File: src/rtl/mfcc_pkg.sv
// Shared constants and helpers for the MFCC front end: ln2 scale, default
// parameters, the log2 mantissa table generator and 16-bit saturation.
package mfcc_pkg;

  localparam int LN2_Q16      = 45426;
  localparam int Q_L_DEF      = 11;
  localparam int IN_FRAC_DEF  = 16;
  localparam int N_MEL_DEF    = 32;
  localparam int LUT_BITS_DEF = 6;

  // Residual width used by the interpolating build.
  localparam int RES_BITS = 8;

  // log2 is carried as signed Q6.16 with one guard bit on the integer part.
  localparam int L2_FRAC = 16;
  localparam int EXP_W   = 7;
  localparam int L2_W    = EXP_W + L2_FRAC;
  localparam int ENTRY_W = L2_FRAC + 1;
  localparam int PROD_W  = 40;

  localparam logic signed [PROD_W-1:0] SAT_MAX = 32767;
  localparam logic signed [PROD_W-1:0] SAT_MIN = -32768;

  // round(log2(1 + i / 2^lut_bits) * 2^16) by repeated squaring in Q2.30;
  // i == 2^lut_bits yields exactly 65536, the interpolation end point.
  function automatic logic [ENTRY_W-1:0] log2_lut_entry(input int unsigned i,
                                                        input int unsigned lut_bits);
    logic [63:0] x;
    logic [20:0] acc;
    x   = ((64'd1 << lut_bits) + 64'(i)) << (30 - lut_bits);
    acc = '0;
    for (int b = 0; b < 20; b++) begin
      x   = (x * x) >> 30;
      acc = {acc[19:0], 1'b0};
      if (x >= (64'd2 << 30)) begin
        acc[0] = 1'b1;
        x      = x >> 1;
      end
    end
    return ENTRY_W'((acc + 21'd8) >> 4);
  endfunction

  function automatic logic [15:0] sat16(input logic signed [PROD_W-1:0] v);
    if (v > SAT_MAX) return 16'h7FFF;
    if (v < SAT_MIN) return 16'h8000;
    return v[15:0];
  endfunction

endpackage

File: src/rtl/lead_one_det32.sv
// Combinational 32-bit priority encoder: index of the most significant set
// bit, plus a flag for an all-zero input (index reads 0 in that case).
module lead_one_det32 (
  input  logic [31:0] i_x,
  output logic [4:0]  o_p,
  output logic        o_zero
);

  // NOTE: o_p gets a default before the loop so no path leaves it unassigned
  // and no latch is inferred; later iterations override, so the highest set
  // bit wins.
  always_comb begin
    o_p = '0;
    for (int i = 0; i < 32; i++) begin
      if (i_x[i]) o_p = 5'(i);
    end
  end

  assign o_zero = (i_x == '0);

endmodule

File: src/rtl/log_compress.sv
// Streaming ln() of mel filterbank energies, fixed 4-cycle latency, with a
// band counter flagging the last band of each frame. Build option
// LOG_INTERP_EN enables linear interpolation between log2 table entries.
module log_compress
  import mfcc_pkg::*;
#(
  parameter int Q_L      = Q_L_DEF,
  parameter int IN_FRAC  = IN_FRAC_DEF,
  parameter int N_MEL    = N_MEL_DEF,
  parameter int LUT_BITS = LUT_BITS_DEF
) (
  input  logic        clk,
  input  logic        rst_n,
  input  logic [31:0] energy_in,
  input  logic        data_valid,
  output logic [15:0] log_out,
  output logic        log_valid,
  output logic        log_last
);

  localparam int SHIFT = 32 - Q_L;
  localparam int CNT_W = (N_MEL > 1) ? $clog2(N_MEL) : 1;
`ifdef LOG_INTERP_EN
  localparam int FRAC_W = LUT_BITS + RES_BITS;
  localparam int LUT_N  = (1 << LUT_BITS) + 1;
`else
  localparam int FRAC_W = LUT_BITS;
  localparam int LUT_N  = 1 << LUT_BITS;
`endif
  localparam logic signed [PROD_W-1:0] LN2_W = PROD_W'(LN2_Q16);
  localparam logic signed [PROD_W-1:0] RND_W = PROD_W'(1) <<< (SHIFT - 1);

  // Constant log2 mantissa table, folded at elaboration.
  logic [ENTRY_W-1:0] w_lut [LUT_N];
  for (genvar g = 0; g < LUT_N; g++) begin : g_lut
    assign w_lut[g] = log2_lut_entry(g, LUT_BITS);
  end

  logic                     r_run;
  logic                     r_v1, r_v2, r_v3, r_v4;
  logic                     w_in_valid;
  logic [4:0]               w_p1;
  logic                     w_zero1;
  logic [31:0]              r_x1;
  logic [4:0]               r_p1, r_p2;
  logic                     r_zero1, r_zero2, r_zero3, r_zero4;
  logic [FRAC_W-1:0]        w_frac;
  logic [LUT_BITS-1:0]      w_idx, r_idx2;
  logic signed [EXP_W-1:0]  w_exp;
  logic [ENTRY_W-1:0]       w_mant;
  logic signed [L2_W-1:0]   w_l2, r_l2;
  logic signed [PROD_W-1:0] w_l2x, w_prod, r_prod4, w_rnd;
  logic [CNT_W-1:0]         r_band_cnt;
  logic                     w_band_end;

  // The first edge after reset release only arms the pipeline input.
  assign w_in_valid = data_valid & r_run;

  lead_one_det32 u_lod (
    .i_x    (energy_in),
    .o_p    (w_p1),
    .o_zero (w_zero1)
  );

  // S2: normalise so the leading one sits at bit 31, keep the bits below it.
  assign w_frac = FRAC_W'((r_x1 << (5'd31 - r_p1)) >> (31 - FRAC_W));
  assign w_idx  = w_frac[FRAC_W-1 -: LUT_BITS];

`ifdef LOG_INTERP_EN
  logic [RES_BITS-1:0]          w_res, r_res2;
  logic [LUT_BITS:0]            w_idx_hi;
  logic [ENTRY_W-1:0]           w_diff;
  logic [ENTRY_W+RES_BITS-1:0]  w_step;

  assign w_res    = w_frac[RES_BITS-1:0];
  assign w_idx_hi = {1'b0, r_idx2} + 1'b1;
  assign w_diff   = w_lut[w_idx_hi] - w_lut[r_idx2];
  assign w_step   = w_diff * r_res2;
  assign w_mant   = w_lut[r_idx2] + ENTRY_W'(w_step >> RES_BITS);
`else
  assign w_mant   = w_lut[r_idx2];
`endif

  // S3: integer part of log2 is the leading-one position less the input scale.
  assign w_exp = EXP_W'(r_p2) - EXP_W'(IN_FRAC);
  assign w_l2  = $signed({w_exp, {L2_FRAC{1'b0}}}) + $signed(L2_W'(w_mant));

  // S4: ln = log2 * ln2, then round half-up down to Q_L fraction bits.
  assign w_l2x  = PROD_W'(r_l2);
  assign w_prod = w_l2x * LN2_W;
  assign w_rnd  = (r_prod4 + RND_W) >>> SHIFT;

  assign w_band_end = (r_band_cnt == CNT_W'(N_MEL - 1));

  always_ff @(posedge clk or negedge rst_n) begin
    if (!rst_n) begin
      r_run      <= 1'b0;
      r_v1       <= 1'b0;
      r_v2       <= 1'b0;
      r_v3       <= 1'b0;
      r_v4       <= 1'b0;
      log_valid  <= 1'b0;
      log_last   <= 1'b0;
      log_out    <= '0;
      r_band_cnt <= '0;
    end else begin
      r_run     <= 1'b1;
      r_v1      <= w_in_valid;
      r_v2      <= r_v1;
      r_v3      <= r_v2;
      r_v4      <= r_v3;
      log_valid <= r_v4;
      log_last  <= r_v4 && w_band_end;
      if (r_v4) begin
        log_out    <= r_zero4 ? 16'h8000 : sat16(w_rnd);
        r_band_cnt <= w_band_end ? '0 : r_band_cnt + CNT_W'(1);
      end
    end
  end

  // NOTE: datapath registers carry no reset; the reset valid chain already
  // marks their contents meaningless, so resetting them only costs routing.
  always_ff @(posedge clk) begin
    if (w_in_valid) begin
      r_x1    <= energy_in;
      r_p1    <= w_p1;
      r_zero1 <= w_zero1;
    end
    if (r_v1) begin
      r_idx2  <= w_idx;
      r_p2    <= r_p1;
      r_zero2 <= r_zero1;
`ifdef LOG_INTERP_EN
      r_res2  <= w_res;
`endif
    end
    if (r_v2) begin
      r_l2    <= w_l2;
      r_zero3 <= r_zero2;
    end
    if (r_v3) begin
      r_prod4 <= w_prod;
      r_zero4 <= r_zero3;
    end
  end

endmodule

File: config.mk
export PLATFORM = sky130hd
export DESIGN_NAME = log_compress
export DESIGN_NICKNAME = d
export VERILOG_FILES = /design/src/rtl/mfcc_pkg.sv /design/src/rtl/lead_one_det32.sv /design/src/rtl/log_compress.sv
export SDC_FILE = /design/constraint.sdc
export NUM_CORES = 1
export LEC_CHECK = 0
export ABC_AREA = 1
export CAP_MARGIN = 20
export CORE_MARGIN = 1.5
export CORE_UTILIZATION = 45
export CTS_CLUSTER_DIAMETER = 100
export DETAILED_ROUTE_END_ITERATION = 16
export PLACE_DENSITY = 0.69
export SKIP_LAST_GASP = 1
export SLEW_MARGIN = 5
export SYNTH_ARGS = -nofsm -noshare
export SYNTH_HDL_FRONTEND = slang
export SYNTH_SLANG_ARGS = --single-unit
File: constraint.sdc
create_clock -name clk -period 10.4 [get_ports clk]
set_clock_uncertainty 0.05 [all_clocks]
set_input_delay 2.08 -clock clk [delete_from_list [all_inputs] [get_ports clk]]
set_output_delay 2.08 -clock clk [all_outputs]
set_load 0.02 [all_outputs]
==> impl_metrics.env, run 1 <==
export IMPL_status="finished clean"
export IMPL_initial_core_util_pct=45.53
export IMPL_min_period_ns=5.693
export IMPL_vias_per_cell=5.154
export IMPL_antenna_diode_count=0
export IMPL_cts_made_buffers=17
export IMPL_drc=0
export IMPL_power_density_nw_per_um2=226.7
export IMPL_crit_path_end_kind="register"
export IMPL_clockRootBuffer="clkbuf_16"
export IMPL_cts_sinks=120
export IMPL_crit_end="r_prod4[36]"
export IMPL_core_um2=28550
export IMPL_grt_pass1_wl_um=49400
export IMPL_synth_edff_count=92
export IMPL_setup_tns_ns=0
export IMPL_synth_top_family_by_area="adder cells"
export IMPL_cts_hold_buf=0
export IMPL_syn_num_nets=1782
export IMPL_die_h_um=173.0
export IMPL_worst_path_stages=18
export IMPL_path_delay_family="adder cells"
export IMPL_drive_above_1_share_pct=5.249
export IMPL_cts_resized=0
export IMPL_period_share_pct=54.74
export IMPL_hp_class="reg2reg"
export IMPL_cts_buffer_depth=2
export IMPL_netlist_area_um2=13000
export IMPL_h_tree_depth=4
export IMPL_grt_usage_pct=20.58
export IMPL_synthArstFlopShare_pct=23.33
export IMPL_ys_ff_latch=120
export IMPL_avgSynthCellArea_um2=8.879
export IMPL_yosys_area_share_xor_xnor_pct=2.358
export IMPL_hold_violations=0
export IMPL_crit_chain="ha_1 > inv_1 > fa_1 > inv_1 > fa_1 > fa_1 > fa_1 > inv_1 > fa_1 > inv_1 > ha_1 > a21oi_1 > inv_1 > nor2_1 > o21ai_0 > a221oi_1 > o21ai_0 > xor2_1"
export IMPL_muxShareOfSynthArea_pct=0.9241
export IMPL_final_max_slew_viol_count=0
export IMPL_nets=1829
export IMPL_critical_path_peak_fanout=6
export IMPL_ios=53
export IMPL_die_w_um=173.0
export IMPL_worst_path_buf_inv=5
export IMPL_grt_start_max_net_pins=43
export IMPL_crit_arrival_ns=5.79
export IMPL_nFillCells=2613
export IMPL_final_common_cell="inv_1"
export IMPL_wire_per_inst_um=15.63
export IMPL_r2r_start="r_l2[18]"
export IMPL_drt_iter0_markers=590
export IMPL_ant_nets=0
export IMPL_fp_dieArea_um2=29920
export IMPL_crit_path_max_incr_delay_ns=0.55
export IMPL_start_kind="register"
export IMPL_r2r_end="r_prod4[36]"
export IMPL_antenna_found_initial=0
export IMPL_yosys_area_share_simple_pct=13.58
export IMPL_yosysWarnings=0
export IMPL_dp_hpwl_um=24200
export IMPL_r2r_slack_ns=4.71
export IMPL_drv_cap=0
export IMPL_rr_worst_depth=18
export IMPL_gp_congestion=0.9539
export IMPL_cts_tree="yes"
export IMPL_register_area_um2=3463
export IMPL_dr_total_vias=9833
export IMPL_yosys_area_share_adder_pct=34.46
export IMPL_grt_pass1_vias=10010
export IMPL_fp_row_count=62
export IMPL_firstDrtPassIters=5
export IMPL_synth_distinct_cells=58
export IMPL_max_slew_margin_rel_pct=32.95
export IMPL_fmax_mhz=175.6
export IMPL_finalWirelength_um=29830
export IMPL_ys_flop_type="edfxtp_1"
export IMPL_synth_seq_area_share_pct=26.64
export IMPL_synth_cells=1464
export IMPL_tightest_slew_ns=1.006
export IMPL_setup_viol=0
export IMPL_total_leakage_power_uw=0.007059
export IMPL_rsz0062_at_grt="no"
export IMPL_layout_common_cells="331 x inv_1, 222 x nand2_1, 158 x ha_1"
export IMPL_clkSlewWorstSetupHoldPaths_ns=0.06
export IMPL_port_buffers=52
export IMPL_critPathLaunch="r_l2[18]"
export IMPL_synth_compound_area_share_pct=11.16
export IMPL_crit_required_ns=10.50
export IMPL_utilization_pct=50.81
export IMPL_insertion_delay_ns=0.42
export IMPL_fin_ws_ns=4.707
export IMPL_critPathKind="reg2reg"
export IMPL_grt_overflow=0
export IMPL_syn2layout_area_growth_pct=11.58
export IMPL_ir_worst_vdd_v=0.0001602
export IMPL_multi_input_area_um2=8125
export IMPL_cp_slowest_cell="edfxtp_1"
export IMPL_place_ws_ns=4.679
export IMPL_post_cts_buffers=0
Yosys cell counts (10+ instances only):
library cell / instances / area (µm²)
xnor2_1: 13 / 113.9
o211ai_1: 13 / 97.59
nand3_1: 35 / 175.2
ha_1: 158 / 1977
inv_1: 331 / 1242
nor2_1: 78 / 292.8
nand2_1: 222 / 833.3
xor2_1: 22 / 192.7
nor3_1: 16 / 80.08
fa_1: 125 / 2502
mux2i_1: 12 / 120.1
clkbuf_1: 23 / 86.33
edfxtp_1: 92 / 2763
nand3_2: 10 / 100.1
o21ai_0: 96 / 480.5
dfrtp_1: 28 / 700.7
a21oi_1: 59 / 295.3
nand4_1: 12 / 75.07
worst min-delay path by stage:
stage / from / endpoint / slack (ns) / cells after the start
after CTS: r_zero1 / r_zero2 / 0.36 / 0
final: r_zero1 / r_zero2 / 0.37 / 0
after global routing: r_zero1 / r_zero2 / 0.37 / 0
after floorplan: r_v4 / log_valid / 0.30 / 0
after detailed placement: r_zero1 / r_zero2 / 0.35 / 0
after global placement: r_zero1 / r_zero2 / 0.35 / 0
metrics by stage:
step                      cell area, µm²  instances  power (µW)  hold slack [ns]
after floorplan                    13000       1464        2215           0.3019
after global placement             13920       1876        2642           0.3535
after detailed placement           13920       1876        2689           0.3545
after CTS                          14500       1908        3309           0.3644
after global routing               14500       1908        3614           0.3729
final                              14500       1908        3288           0.3664
registers in the layout (all words and copies together) (netlist names), 5 cells and up:
name and count:
r_prod4 20, r_x1 31, r_l2 21, r_band_cnt 5, r_idx2 6, r_p2 5, r_p1 5, log_out 16
final cells by class:
cell class                 instances  area share [%]
timing repair buffer              58           3.899
clock inverter                    14           1.035
clock buffer                      18           2.959
multi-input combinational        971           56.02
tap                              384           3.313
inverter                         343           8.894
sequential                       120           23.88
logic make-up after synthesis:
| family | Yosys count |
|---|---|
| compound gates | 240 |
| xor+xnor | 35 |
| fa+ha+maj | 283 |
| buf+inv | 373 |
| flops | 120 |
| mux | 12 |
| other cells | 1 |
| simple gates | 400 |
metal layers:
| metal | track usage [%] | vias up | routed length, µm |
|---|---|---|---|
| li1 | - | 4834 | - |
| met1 | 25.86 | 4654 | 12700 |
| met2 | 36.42 | 290 | 14920 |
| met3 | 2.529 | 55 | 1370 |
| met4 | 7.428 | 0 | 831 |
| met5 | 0 | - | 0 |
power breakdown:
part | total (µW) | leakage, µW | internal [µW] | switching [µW]
registers | 728 | 0.00123 | 664 | 64.1
logic | 1980 | 0.00555 | 796 | 1180
clock network | 585 | 0.000277 | 354 | 231
No activity file was read; power rests on OpenSTA's default activity.
==> run 2, diff against run 1 <==
Clock period 10.4 ns to 5.6 ns, I/O delays scaled along.
==> run 2 against run 1 <==
  * Maximum frequency is 5.9% higher
  * Non-clock buffer count is 41 higher
  * Utilization is 1.5 points higher
  * Combinational power is 100% higher
  * Final area is 2.9% higher
  * Clock power is 100% higher
  * Final cell count is 2.1% higher
  * Sequential share of layout area is 0.67 points lower
  * Critical endpoint is now r_prod4[33]
  * Largest power group unchanged
  * Highest routed layer unchanged
==> impl_metrics.env, run 2 (same netlist as run 1, synthesis figures left out) <==
export IMPL_grt_pass1_vias=10020
export IMPL_r2r_start="r_l2[14]"
export IMPL_power_uw=6553
export IMPL_period_share_pct=95.97
export IMPL_firstDrtPassIters=6
export IMPL_cts_made_buffers=17
export IMPL_r2r_slack_ns=0.23
export IMPL_insertion_delay_ns=0.42
export IMPL_worstHoldStart="r_p2[1]"
export IMPL_die_h_um=173.0
export IMPL_ios=53
export IMPL_die_w_um=173.0
export IMPL_setup_viol=0
export IMPL_grt_usage_pct=20.10
export IMPL_rsz0062_at_grt="yes"
export IMPL_rr_worst_depth=19
export IMPL_p_int_uw=3678
export IMPL_min_to="r_l2[17]"
export IMPL_drt_iter0_markers=649
export IMPL_cp_slowest_cell="fa_1"
export IMPL_hold_violations=0
export IMPL_utilization_pct=52.28
export IMPL_cts_tree="yes"
export IMPL_clockRootBuffer="clkbuf_16"
export IMPL_start_kind="register"
export IMPL_antenna_diode_count=0
export IMPL_crit_chain="ha_1 > inv_1 > fa_1 > fa_1 > fa_1 > inv_1 > fa_1 > fa_1 > ha_4 > a21oi_2 > o21ai_1 > a21oi_2 > inv_2 > a31oi_2 > o21ai_2 > a21boi_2 > o21bai_1 > a21oi_1 > xnor2_1"
export IMPL_power_density_nw_per_um2=439.1
export IMPL_p_comb_share_pct=61.6
export IMPL_finalWirelength_um=29260
export IMPL_crit_required_ns=5.72
export IMPL_crit_path_max_incr_delay_ns=0.60
export IMPL_final_max_slew_viol_count=0
export IMPL_cts_sinks=120
export IMPL_wire_per_inst_um=15.01
export IMPL_multi_input_area_um2=8179
export IMPL_clkSlewWorstSetupHoldPaths_ns=0.06
export IMPL_worst_path_buf_inv=3
export IMPL_ir_worst_vdd_v=0.0003776
export IMPL_port_buffers=52
export IMPL_netSwitchingPower_uw=2876
export IMPL_critical_path_peak_fanout=4
export IMPL_fp_dieArea_um2=29920
export IMPL_crit_arrival_ns=5.50
export IMPL_initial_core_util_pct=45.53
export IMPL_path_delay_family="adder cells"
export IMPL_hp_class="reg2reg"
export IMPL_critPathKind="reg2reg"
export IMPL_fp_row_count=62
export IMPL_critPathMostFrequentCell="fa_1"
export IMPL_grt_pass1_wl_um=48370
export IMPL_crit_path_end_kind="register"
export IMPL_cts_hold_buf=0
export IMPL_dp_hpwl_um=24160
export IMPL_clkPwrFrac_pct=17.9
export IMPL_register_area_um2=3463
export IMPL_syn2layout_area_growth_pct=14.82
export IMPL_vias_per_cell=5.139
export IMPL_r2r_end="r_prod4[33]"
export IMPL_ant_nets=0
export IMPL_sequentialPowerShare_pct=20.5
export IMPL_final_common_cell="inv_1"
export IMPL_drive_above_1_share_pct=8.498
export IMPL_fmax_mhz=186.1
export IMPL_drv_cap=0
export IMPL_largest_register_ffs=31
export IMPL_critPathLaunch="r_l2[14]"
export IMPL_grt_start_max_net_pins=43
export IMPL_total_leakage_power_uw=0.007303
export IMPL_cts_buffer_depth=2
export IMPL_top_regs="r_x1 x31, r_l2 x21, r_prod4 x20"
export IMPL_gp_congestion=0.9154
export IMPL_dr_total_vias=10020
export IMPL_hold_depth=0
export IMPL_h_tree_depth=4
export IMPL_switching_share_pct=43.88
export IMPL_status="finished clean"
export IMPL_layout_common_cells="331 x inv_1, 221 x nand2_1, 157 x ha_1"
export IMPL_max_slew_margin_rel_pct=33.47
export IMPL_regMostFlops="r_x1"
export IMPL_tightest_slew_ns=0.9980
export IMPL_core_um2=28550
export IMPL_nets=1870
export IMPL_drc=0
export IMPL_antenna_found_initial=0
export IMPL_grt_overflow=0
export IMPL_min_period_ns=5.374
export IMPL_nFillCells=2625
run 2: cell types whose count changed in the layout (fill, tap and decap cells not counted), sizes merged:
cell,before,now
clkbuf,18,20
inv,341,347
clkinvlp,3,0
bufinv,2,1
clkinv,11,7
buf,6,47
run 2: cell type report:
| cell class | count | share of cell area (%) |
|---|---|---|
| Tap cell | 384 | 3.219 |
| Sequential cell | 120 | 23.20 |
| Multi-Input combinational cell | 971 | 54.80 |
| Inverter | 343 | 8.643 |
| Clock inverter | 12 | 0.9305 |
| Clock buffer | 20 | 3.353 |
| Timing Repair Buffer | 99 | 5.851 |
run 2: worst reg2reg max path, delay by kind of cell (launching register included):
kind            cells  cell delay (ns)
fa+ha+maj           7             3.17
compound gates      8             1.19
flops               1             0.46
buf+inv             3             0.16
xor+xnor            1             0.07
run 2: power groups by stage:
stage	registers, µW	logic (µW)	clock network [µW]
final	1340	4040	1170
after global routing	1360	4560	1240
after CTS	1340	3900	1200
after detailed placement	1360	3850	0
after global placement	1350	3780	0
after floorplan	1370	2750	0
run 2: how the worst max path moves through the flow:
stage / endpoint / slack [ns] / depth (start not counted)
after floorplan: r_prod4[38] / 0.13 / 16
after global routing: r_prod4[33] / -0.05 / 19
final: r_prod4[33] / 0.23 / 19
after CTS: r_prod4[33] / 0.04 / 19
after global placement: r_prod4[33] / 0.16 / 19
after detailed placement: r_prod4[33] / 0.0004 / 19
run 2: stage by stage:
step,hold WS [ns],instances,TNS [ns],instance area (µm²),setup WS [ns]
6_report,0.3651,1949,0,14930,0.2256
5_1_grt,0.3716,1949,-0.09641,14930,-0.05354
4_1_cts,0.3672,1934,0,14760,0.03766
3_5_place_dp,0.3554,1902,0,14120,0.0004081
3_3_place_gp,0.3556,1902,0,14120,0.1592
2_1_floorplan,0.3019,1464,0,13000,0.1287
run 2: layer usage:
metal  share of wire [%]  GRT usage [%]  wire length [µm]
met3                 4.4          2.661              1279
met1                  43          25.03             12510
met5                   0              0                 0
met4                 3.4          8.732               992
met2                  49          35.00             14480
run 2: repair_timing:
action	4_1_cts	5_1_grt
resized for setup	1	11
setup endpoints to repair	1	10
pin swaps	0	0
buffers inserted	0	15
endpoints found under the hold margin	0	0
==> run 3, diff against run 2 <==
Settings changed: CAP_MARGIN 20 to not set.
==> results of run 3 <==
Final layout, timing and power as in run 2 (identical DEF).
